$ cat config.mk
export PLATFORM = sky130hd
export DESIGN_NAME = addsub_arbiter
export DESIGN_NICKNAME = d
export VERILOG_FILES = /design/src/rtl/addsub_pkg.sv /design/src/rtl/addsub_ce.sv /design/src/rtl/addsub_arbiter.sv
export SDC_FILE = /design/constraint.sdc
export NUM_CORES = 1
export LEC_CHECK = 0
export BUFFER_PORTS_ARGS = -buffer_cell sky130_fd_sc_hd__buf_2
export CORE_ASPECT_RATIO = 1.25
export CORE_UTILIZATION = 25
export DETAILED_ROUTE_END_ITERATION = 8
export GPL_TIMING_DRIVEN = 0
export MAX_ROUTING_LAYER = met4
export PLACE_DENSITY = 0.52
export SYNTH_ARGS = -nofsm -noshare
export SYNTH_HDL_FRONTEND = slang
export SYNTH_HIERARCHICAL = 1
export SYNTH_SLANG_ARGS = --single-unit
$ cat constraint.sdc
create_clock -name clk -period 5.56 [get_ports clk]
set_clock_uncertainty 0.05 [all_clocks]
set_input_delay 0.556 -clock clk [delete_from_list [all_inputs] [get_ports clk]]
set_output_delay 0.556 -clock clk [all_outputs]
set_load 0.01 [all_outputs]
$ cat src/rtl/addsub_pkg.sv
// Shared types and helpers for the add/sub arbiter slice.
package addsub_pkg;

  typedef enum logic [0:0] {
    ST_IDLE = 1'b0,
    ST_RESP = 1'b1
  } state_t;

  localparam logic ADD_OP = 1'b1;
  localparam logic SUB_OP = 1'b0;

  function automatic int result_width(input int width);
    return width + 32'sd1;
  endfunction

endpackage

$ cat src/rtl/addsub_ce.sv
// Registered add/subtract unit: captures a result whenever ce is high, holds it otherwise.
module addsub_ce
  import addsub_pkg::*;
#(
  parameter int WIDTH = 8
) (
  input  logic             clk,
  input  logic             rst_n,
  input  logic             ce,
  input  logic [WIDTH-1:0] a,
  input  logic [WIDTH-1:0] b,
  input  logic             add_sub,
  output logic [WIDTH:0]   result
);

  localparam int RW = result_width(WIDTH);

  logic [RW-1:0] a_ext_s;
  logic [RW-1:0] b_ext_s;

  assign a_ext_s = {1'b0, a};
  assign b_ext_s = {1'b0, b};

  // Result register; subtraction wraps modulo 2^RW so the top bit flags A<B.
  always_ff @(posedge clk or negedge rst_n) begin
    if (!rst_n) begin
      result <= '0;
    end else if (ce) begin
      result <= (add_sub == ADD_OP) ? (a_ext_s + b_ext_s) : (a_ext_s - b_ext_s);
    end else begin
      result <= result;
    end
  end

endmodule

$ cat src/rtl/addsub_arbiter.sv
// Round-robin arbiter sharing one registered add/sub unit between N_REQ requesters,
// returning results over a valid/ready response port.
module addsub_arbiter
  import addsub_pkg::*;
#(
  parameter int N_REQ = 4,
  parameter int WIDTH = 8,
  parameter int ID_W  = $clog2(N_REQ)
) (
  input  logic                   clk,
  input  logic                   rst_n,
  input  logic [N_REQ-1:0]       req_valid,
  output logic [N_REQ-1:0]       req_ready,
  input  logic [N_REQ*WIDTH-1:0] req_a,
  input  logic [N_REQ*WIDTH-1:0] req_b,
  input  logic [N_REQ-1:0]       req_add_sub,
  output logic                   rsp_valid,
  input  logic                   rsp_ready,
  output logic [WIDTH:0]         rsp_result,
  output logic [ID_W-1:0]        rsp_id,
  output logic                   busy
);

  state_t          state_r;
  logic [ID_W-1:0] ptr_r;
  logic [ID_W-1:0] grant_id_s;
  logic [ID_W-1:0] next_ptr_s;
  logic            found_s;
  logic            accept_s;
  logic [WIDTH-1:0] a_sel_s;
  logic [WIDTH-1:0] b_sel_s;
  logic            op_sel_s;

  function automatic logic [ID_W-1:0] wrap_idx(input logic [ID_W-1:0] base, input int off);
    int s;
    s = int'(base) + off;
    s = (s >= N_REQ) ? (s - N_REQ) : s;
    return ID_W'(s);
  endfunction

  // Circular search from ptr_r; the first valid requester wins.
  always_comb begin
    found_s    = 1'b0;
    grant_id_s = '0;
    for (int k = 0; k < N_REQ; k++) begin
      grant_id_s = (!found_s && req_valid[wrap_idx(ptr_r, k)]) ? wrap_idx(ptr_r, k) : grant_id_s;
      found_s    = found_s | req_valid[wrap_idx(ptr_r, k)];
    end
  end

  // Gated by rst_n so no grant can leak out while reset is held.
  assign accept_s   = rst_n && found_s && ((state_r == ST_IDLE) || rsp_ready);
  assign next_ptr_s = (grant_id_s == ID_W'(N_REQ - 1)) ? '0 : (grant_id_s + ID_W'(32'd1));

  // Grant vector and operand mux for the winning requester.
  always_comb begin
    req_ready = '0;
    a_sel_s   = '0;
    b_sel_s   = '0;
    op_sel_s  = SUB_OP;
    for (int k = 0; k < N_REQ; k++) begin
      req_ready[k] = accept_s && (grant_id_s == ID_W'(k));
      a_sel_s      = (grant_id_s == ID_W'(k)) ? req_a[k*WIDTH +: WIDTH] : a_sel_s;
      b_sel_s      = (grant_id_s == ID_W'(k)) ? req_b[k*WIDTH +: WIDTH] : b_sel_s;
      op_sel_s     = (grant_id_s == ID_W'(k)) ? req_add_sub[k] : op_sel_s;
    end
  end

  // FSM, rotation pointer and response ID, all advancing on an accept.
  always_ff @(posedge clk or negedge rst_n) begin
    if (!rst_n) begin
      state_r <= ST_IDLE;
      ptr_r   <= '0;
      rsp_id  <= '0;
    end else begin
      case (state_r)
        ST_IDLE: state_r <= accept_s ? ST_RESP : ST_IDLE;
        ST_RESP: state_r <= (rsp_ready && !accept_s) ? ST_IDLE : ST_RESP;
        default: state_r <= ST_IDLE;
      endcase
      if (accept_s) begin
        ptr_r  <= next_ptr_s;
        rsp_id <= grant_id_s;
      end else begin
        ptr_r  <= ptr_r;
        rsp_id <= rsp_id;
      end
    end
  end

  assign rsp_valid = (state_r == ST_RESP);
  assign busy      = (state_r != ST_IDLE);

  addsub_ce #(
    .WIDTH(WIDTH)
  ) u_dp (
    .clk    (clk),
    .rst_n  (rst_n),
    .ce     (accept_s),
    .a      (a_sel_s),
    .b      (b_sel_s),
    .add_sub(op_sel_s),
    .result (rsp_result)
  );

endmodule

# After elaboration in Yosys (flattened, before gate mapping)
# Cells that the tools add are included.
# W data, S select, Z words.
# totals
register_bits	14
elab_cells	78
output_inout_bits	17
# classes
order_cmp	8
n_addsub	10
muxes	33
n_reduce_logical	16
n_bitwise	4
n_eq_ne	3
# op_table
op	n
$mux W8	8
$mux W2	9
$lt A2 B3 Y1 const B	4
$logic_and A1 B1 Y1	10
$mux W1	10
$add A8 B8 Y9	1
$ge A3 B3 Y1 const B	3
$mux W9	1
$sub A8 B8 Y9	1
$bmux W1 S2	4
$sub A2 B1 Y2 const B	4
$add A2 B2 Y3 const B	2
$eq A2 B2 Y1 const B	2
$logic_not A1 Y1	4
$add A2 B1 Y3 const B	1
$ge A2 B3 Y1 const B	1
$or A1 B1 Y1	3
$add A2 B1 Y2 const B	1
$eq A2 B1 Y1 const B	1
$logic_not A2 Y1	1
$pmux W1 S2	1
$logic_or A1 B1 Y1	1
$not A1 Y1	1

# Longest topological paths before layout
# depth
ltp_word	17
ltp_mapped	21
depth_no_buf	19

# Hierarchy
# Netlist, hierarchy kept.
# modules_own_cells
module	instances	cells_per_inst	area_per_inst_um2
addsub_arbiter	1	121	912.1
addsub_ce	1	90	814.5

# Worst setup path before layout
# Ideal clock, no wire load.
# synth_path
path_kind	in2reg
start	input port req_valid[2]
end	register u_dp.result[7]
path_slack_ns	1.384
stages	20
required_ns	5.385
arrival_time_ns	4.001
cell_sequence	and2b_1 > o21a_1 > nor3_4 > inv_1 > ha_1 > nor2b_1 > clkbuf_2 > buf_4 > a221oi_1 > o31ai_1 > or4_1 > nor2_1 > nor2_1 > xor2_1 > ha_1 > a21oi_1 > o211ai_1 > nand2_1 > xnor2_1 > mux2_2
# synth_between
elab_chain_cells	14
word_cells_on_any_way	42
classes_between	add/sub: 2; eq/ne: 3; mux: 25; bitwise: 3; reduce/logical: 9
# synth_rtl
item	line	rtl
start: declaration	addsub_arbiter.sv:12	input logic [N_REQ-1:0] req_valid,
$bmux W1 S2	addsub_arbiter.sv:46, addsub_arbiter.sv:47	
$mux W1 (implied by the code)	addsub_arbiter.sv:46, addsub_arbiter.sv:47	
$logic_not A1 Y1 or $or A1 B1 Y1 (tied branches)	addsub_arbiter.sv:46, addsub_arbiter.sv:47	
$logic_and A1 B1 Y1, or another cell as far along	addsub_arbiter.sv:46	grant_id_s = (!found_s && req_valid[wrap_idx(ptr_r, k)]) ? wrap_idx(ptr_r, k) : grant_id_s;
$mux W2, or another cell as far along	addsub_arbiter.sv:46	
$mux W2 or $logic_and A1 B1 Y1 (tied branches)	addsub_arbiter.sv:46	
$mux W2 (*)	addsub_arbiter.sv:46	
via grant_id_s[0]	addsub_arbiter.sv:26	logic [ID_W-1:0] grant_id_s;
$logic_not A2 Y1	addsub_arbiter.sv:64	b_sel_s = (grant_id_s == ID_W'(k)) ? req_b[k*WIDTH +: WIDTH] : b_sel_s;
$mux W8 (3 in a row)	addsub_arbiter.sv:64	
$mux W8 (*)	addsub_arbiter.sv:64	
via b_sel_s[0]	addsub_arbiter.sv:31	logic [WIDTH-1:0] b_sel_s;
$sub A8 B8 Y9 or $add A8 B8 Y9 (tied branches)	addsub_ce.sv:29	result <= (add_sub == ADD_OP) ? (a_ext_s + b_ext_s) : (a_ext_s - b_ext_s);
$mux W9 (*)	addsub_ce.sv:29	
end signal: assignment	addsub_ce.sv:29	
end signal: assignment	addsub_ce.sv:31	result <= result;
end: declaration	addsub_ce.sv:13	output logic [WIDTH:0] result
# Mark *: on every way through the listed nets, which the timed path passes. The rest lies on a longest branch. The select of a mux whose other input is x is not followed.
# A chain may end at the register's enable or synchronous reset.

# Worst setup path after layout
# Same ends and word-level chain as after synthesis.

==> summary.txt <==
Status
  – Outcome: complete, no violations

Placed design
  – GPL Wtd Cong: about 0.73
  – I/O Buffers: 91
  – Placed Area: 2290 um^2
  – DP HPWL: 4170 um

Detailed routing
  – Routed Wire Length: a little under 5000 um
  – DR DRC count: 0
  – Via count: 1,823
  – Routed WL per cell: 12.4 um
  – Drt pass-1 iters: 4
  – Via density per instance: approximately 4.7
  – Final ANT Viol Nets: 0
  – Number of DRC markers in iteration 0: 72

Finish
  – Synth-to-layout area growth: 35.1%
  – Post-layout util: 0.353
  – Layout cell share with drive strength beyond 1: 0.377
  – Design area: between 2000 and 2500 um^2
  – N_diodes: 0
  – Final net count: around 400

Timing
  – F_max: approximately 220 MHz
  – Total Neg Setup Slack: 0 ns
  – Endpoints failing hold: 0
  – Slew HR: 0.593
  – Slew @ Worst Pin: 0.606 ns
  – Final setup viols: 0
  – Max-slew violations: 0
  – Final hold slack: between 0.15 and 0.2 ns
  – RSZ-0062 raised after global routing: no
  – Fin crit share: 0.817
  – Post-layout min period: around 4.5 ns

Synthesis
  – Synth Warn #: 6
  – Syn avg cell area: about 8.2 um^2
  – Post-synth top area share: 0.203
  – Synth area leaders: dfrtp_1, ha_1, a221oi_1
  – Post-synth EDFFs: 0
  – Seq/Total Area, Yosys: 0.203
  – Async S/R FF share, synth: 1.00
  – Post-synth cell types: 40
  – Area leader, netlist: dfrtp_1
  – Synthesis-stage register bit count: 14
  – Top cells by count, synth: nand2_1, nor2b_1, a221oi_1, o31ai_1
  – Post-synth top flop: dfrtp_1
  – Syn nets: 300
  – Synthesized area: between 1500 and 2000 um^2
  – Synth Instances: between 200 and 250

Critical path
  – Crit path max fanout: 10
  – Critical path arrival: 4.61 ns
  – Worst endpoint required time: 5.63 ns
  – FF-to-FF setup slack: between 1 and 1.5 ns
  – CP Launch Type: input port
  – FF-to-FF Start: ptr_r[0]
  – Setup CP Type: input port to flop
  – R2r endpoint: u_dp/result[7]
  – Critical Path End Type: flop
  – Register-to-Register Path Depth: 20

Floorplanning
  – Die width: roughly 76 um
  – Num rows: 33
  – Initial Util: 0.261
  – Die H: 94.9 um
  – Ports: between 90 and 100
  – Core area: 6610 um^2
  – Die ar.: 7240 um^2

Clocking
  – Setup bufs post-CTS: 0
  – Cts repair resizes: 0
  – Worst skew pair latency: between 0.2 and 0.25 ns
  – Num CTS Buffers: 3
  – Max clock buf depth: 2
  – Clock root buffer: clkbuf_8
  – Number of H-tree levels: 1
  – Reg clk slew, reported paths: around 0.05 ns
  – Clock sink count: 14
  – TritonCTS clock tree: done
  – # hold bufs at CTS: 0

Global routing
  – Total global routing overflow: 0
  – GRT Util Overall: 0.143
  – Initial antenna violation count: 0
  – Largest net degree at the start of global routing: 16
  – Vias in the first global route: approximately 1,800
  – First-pass GRT wire length: 8220 um

Pwr
  – Clock power share: 0.044
  – Sw frac: 0.482
  – Switching Power: between 800 and 900 uW
  – Comb pwr share: 0.852
  – Maximum vdd drop: about 240 uV
  – P_leak: between 0.001 and 0.0015 uW
  – Sequential share of power: 0.104
  – PwrDens: ~760 nW/um^2
  – Internal Pwr Total: between 900 and 1000 uW

Hold path
  – Hold WC Path Type: input port to async pin

Job
  – Number of max-cap violations: 0
==> layout make-up <==
type	instances	area, um^2
fillers	755	4270
multi-input cells	171	1270
repair buffers	91	455
flip-flops and latches	14	350
well taps	87	109
plain buffers	15	68.8
clock buffers	3	41.3
inverters	11	41.3
==> cells by family (layout without fill, tap and decap cells) <==
group / count (synthesis) / count (layout) / share of synthesized area
buffers and inverters: 26 / 120 / 0.0638
adders and majority gates: 14 / 14 / 0.106
muxes: 11 / 11 / 0.0754
and+or+nand+nor: 72 / 72 / 0.233
AOI/OAI and AO/OA: 62 / 62 / 0.258
DFF: 14 / 14 / 0.203
xor gates and xnor gates: 12 / 12 / 0.0609
==> worst max-delay path, cell delays in order <==
cell      delay [ns]
buf_2           0.11
and2b_1         0.17
o21a_1          0.21
nor3_4          0.27
inv_1           0.10
ha_1            0.23
nor2b_1         0.13
clkbuf_2        0.16
buf_4           0.19
a221oi_1        0.26
o31ai_1         0.19
or4_1           0.44
nor2_1          0.15
nor2_1          0.07
xor2_1          0.15
ha_1            0.35
a21oi_1         0.30
o211ai_1        0.14
nand2_1         0.10
xnor2_1         0.06
mux2_2          0.25
==> flip-flops by register name, indices dropped and copies added (netlist names) <==
name         flops
busy             1
rsp_id           2
u_dp/result      9
ptr_r            2
==> metal layers <==
metal | track usage | vias to the layer above | part of all wire
met5 | - | - | 0
met4 | 0.0337 | 0 | 0.0050
met3 | 0.0135 | 2 | 0.037
met2 | 0.248 | 59 | 0.49
met1 | 0.180 | 807 | 0.47
li1 | - | 955 | -
==> power by group through the flow <==
stage / Clock, uW / Combinational (uW) / Sequential (uW)
4_1_cts: 81.5 / 1540 / 187
6_report: 77.7 / 1520 / 185
2_1_floorplan: 0 / 1180 / 204
5_1_grt: 86.3 / 1730 / 194
3_5_place_dp: 0 / 1530 / 189
3_3_place_gp: 0 / 1510 / 189
==> cell usage in the layout (no fill, tap or decap), drive strengths merged <==
cell type   n
or4         1
a211oi      2
nor2       14
nor2b      21
o32a        1
ha         13
o21bai      2
nor3b       1
nor4        1
nand2b      5
nand3b      1
o211ai      2
fa          1
nor3        3
dfrtp      14
buf        96
inv        11
mux2       10
o21a        1
and2b       1
nand2      20
o21ai       3
o22ai       3
mux2i       1
a221oi     16
a21oi      14
and2        4
o31ai      16
clkbuf     13
xor2        7
xnor2       5
a31oi       1
a21o        1
==> stage by stage <==
| stage | std cells | setup WS [ns] | total power, uW |
|---|---|---|---|
| after floorplan | 211 | 1.38 | 1390 |
| after global placement | 389 | 0.799 | 1700 |
| after detailed placement | 389 | 0.753 | 1720 |
| after CTS | 392 | 1.00 | 1810 |
| after global routing | 392 | 0.525 | 2010 |
| final | 392 | 1.02 | 1780 |
==> how the worst max path moves through the flow <==
stage                      start              to
finish              req_valid[2]  u_dp/result[7]
detailed placement  req_valid[2]  u_dp/result[7]
CTS                 req_valid[2]  u_dp/result[7]
global placement    req_valid[2]  u_dp/result[6]
global route        req_valid[1]  u_dp/result[6]
floorplan           req_valid[2]  u_dp/result[7]
No activity file was read; power rests on OpenSTA's default activity.
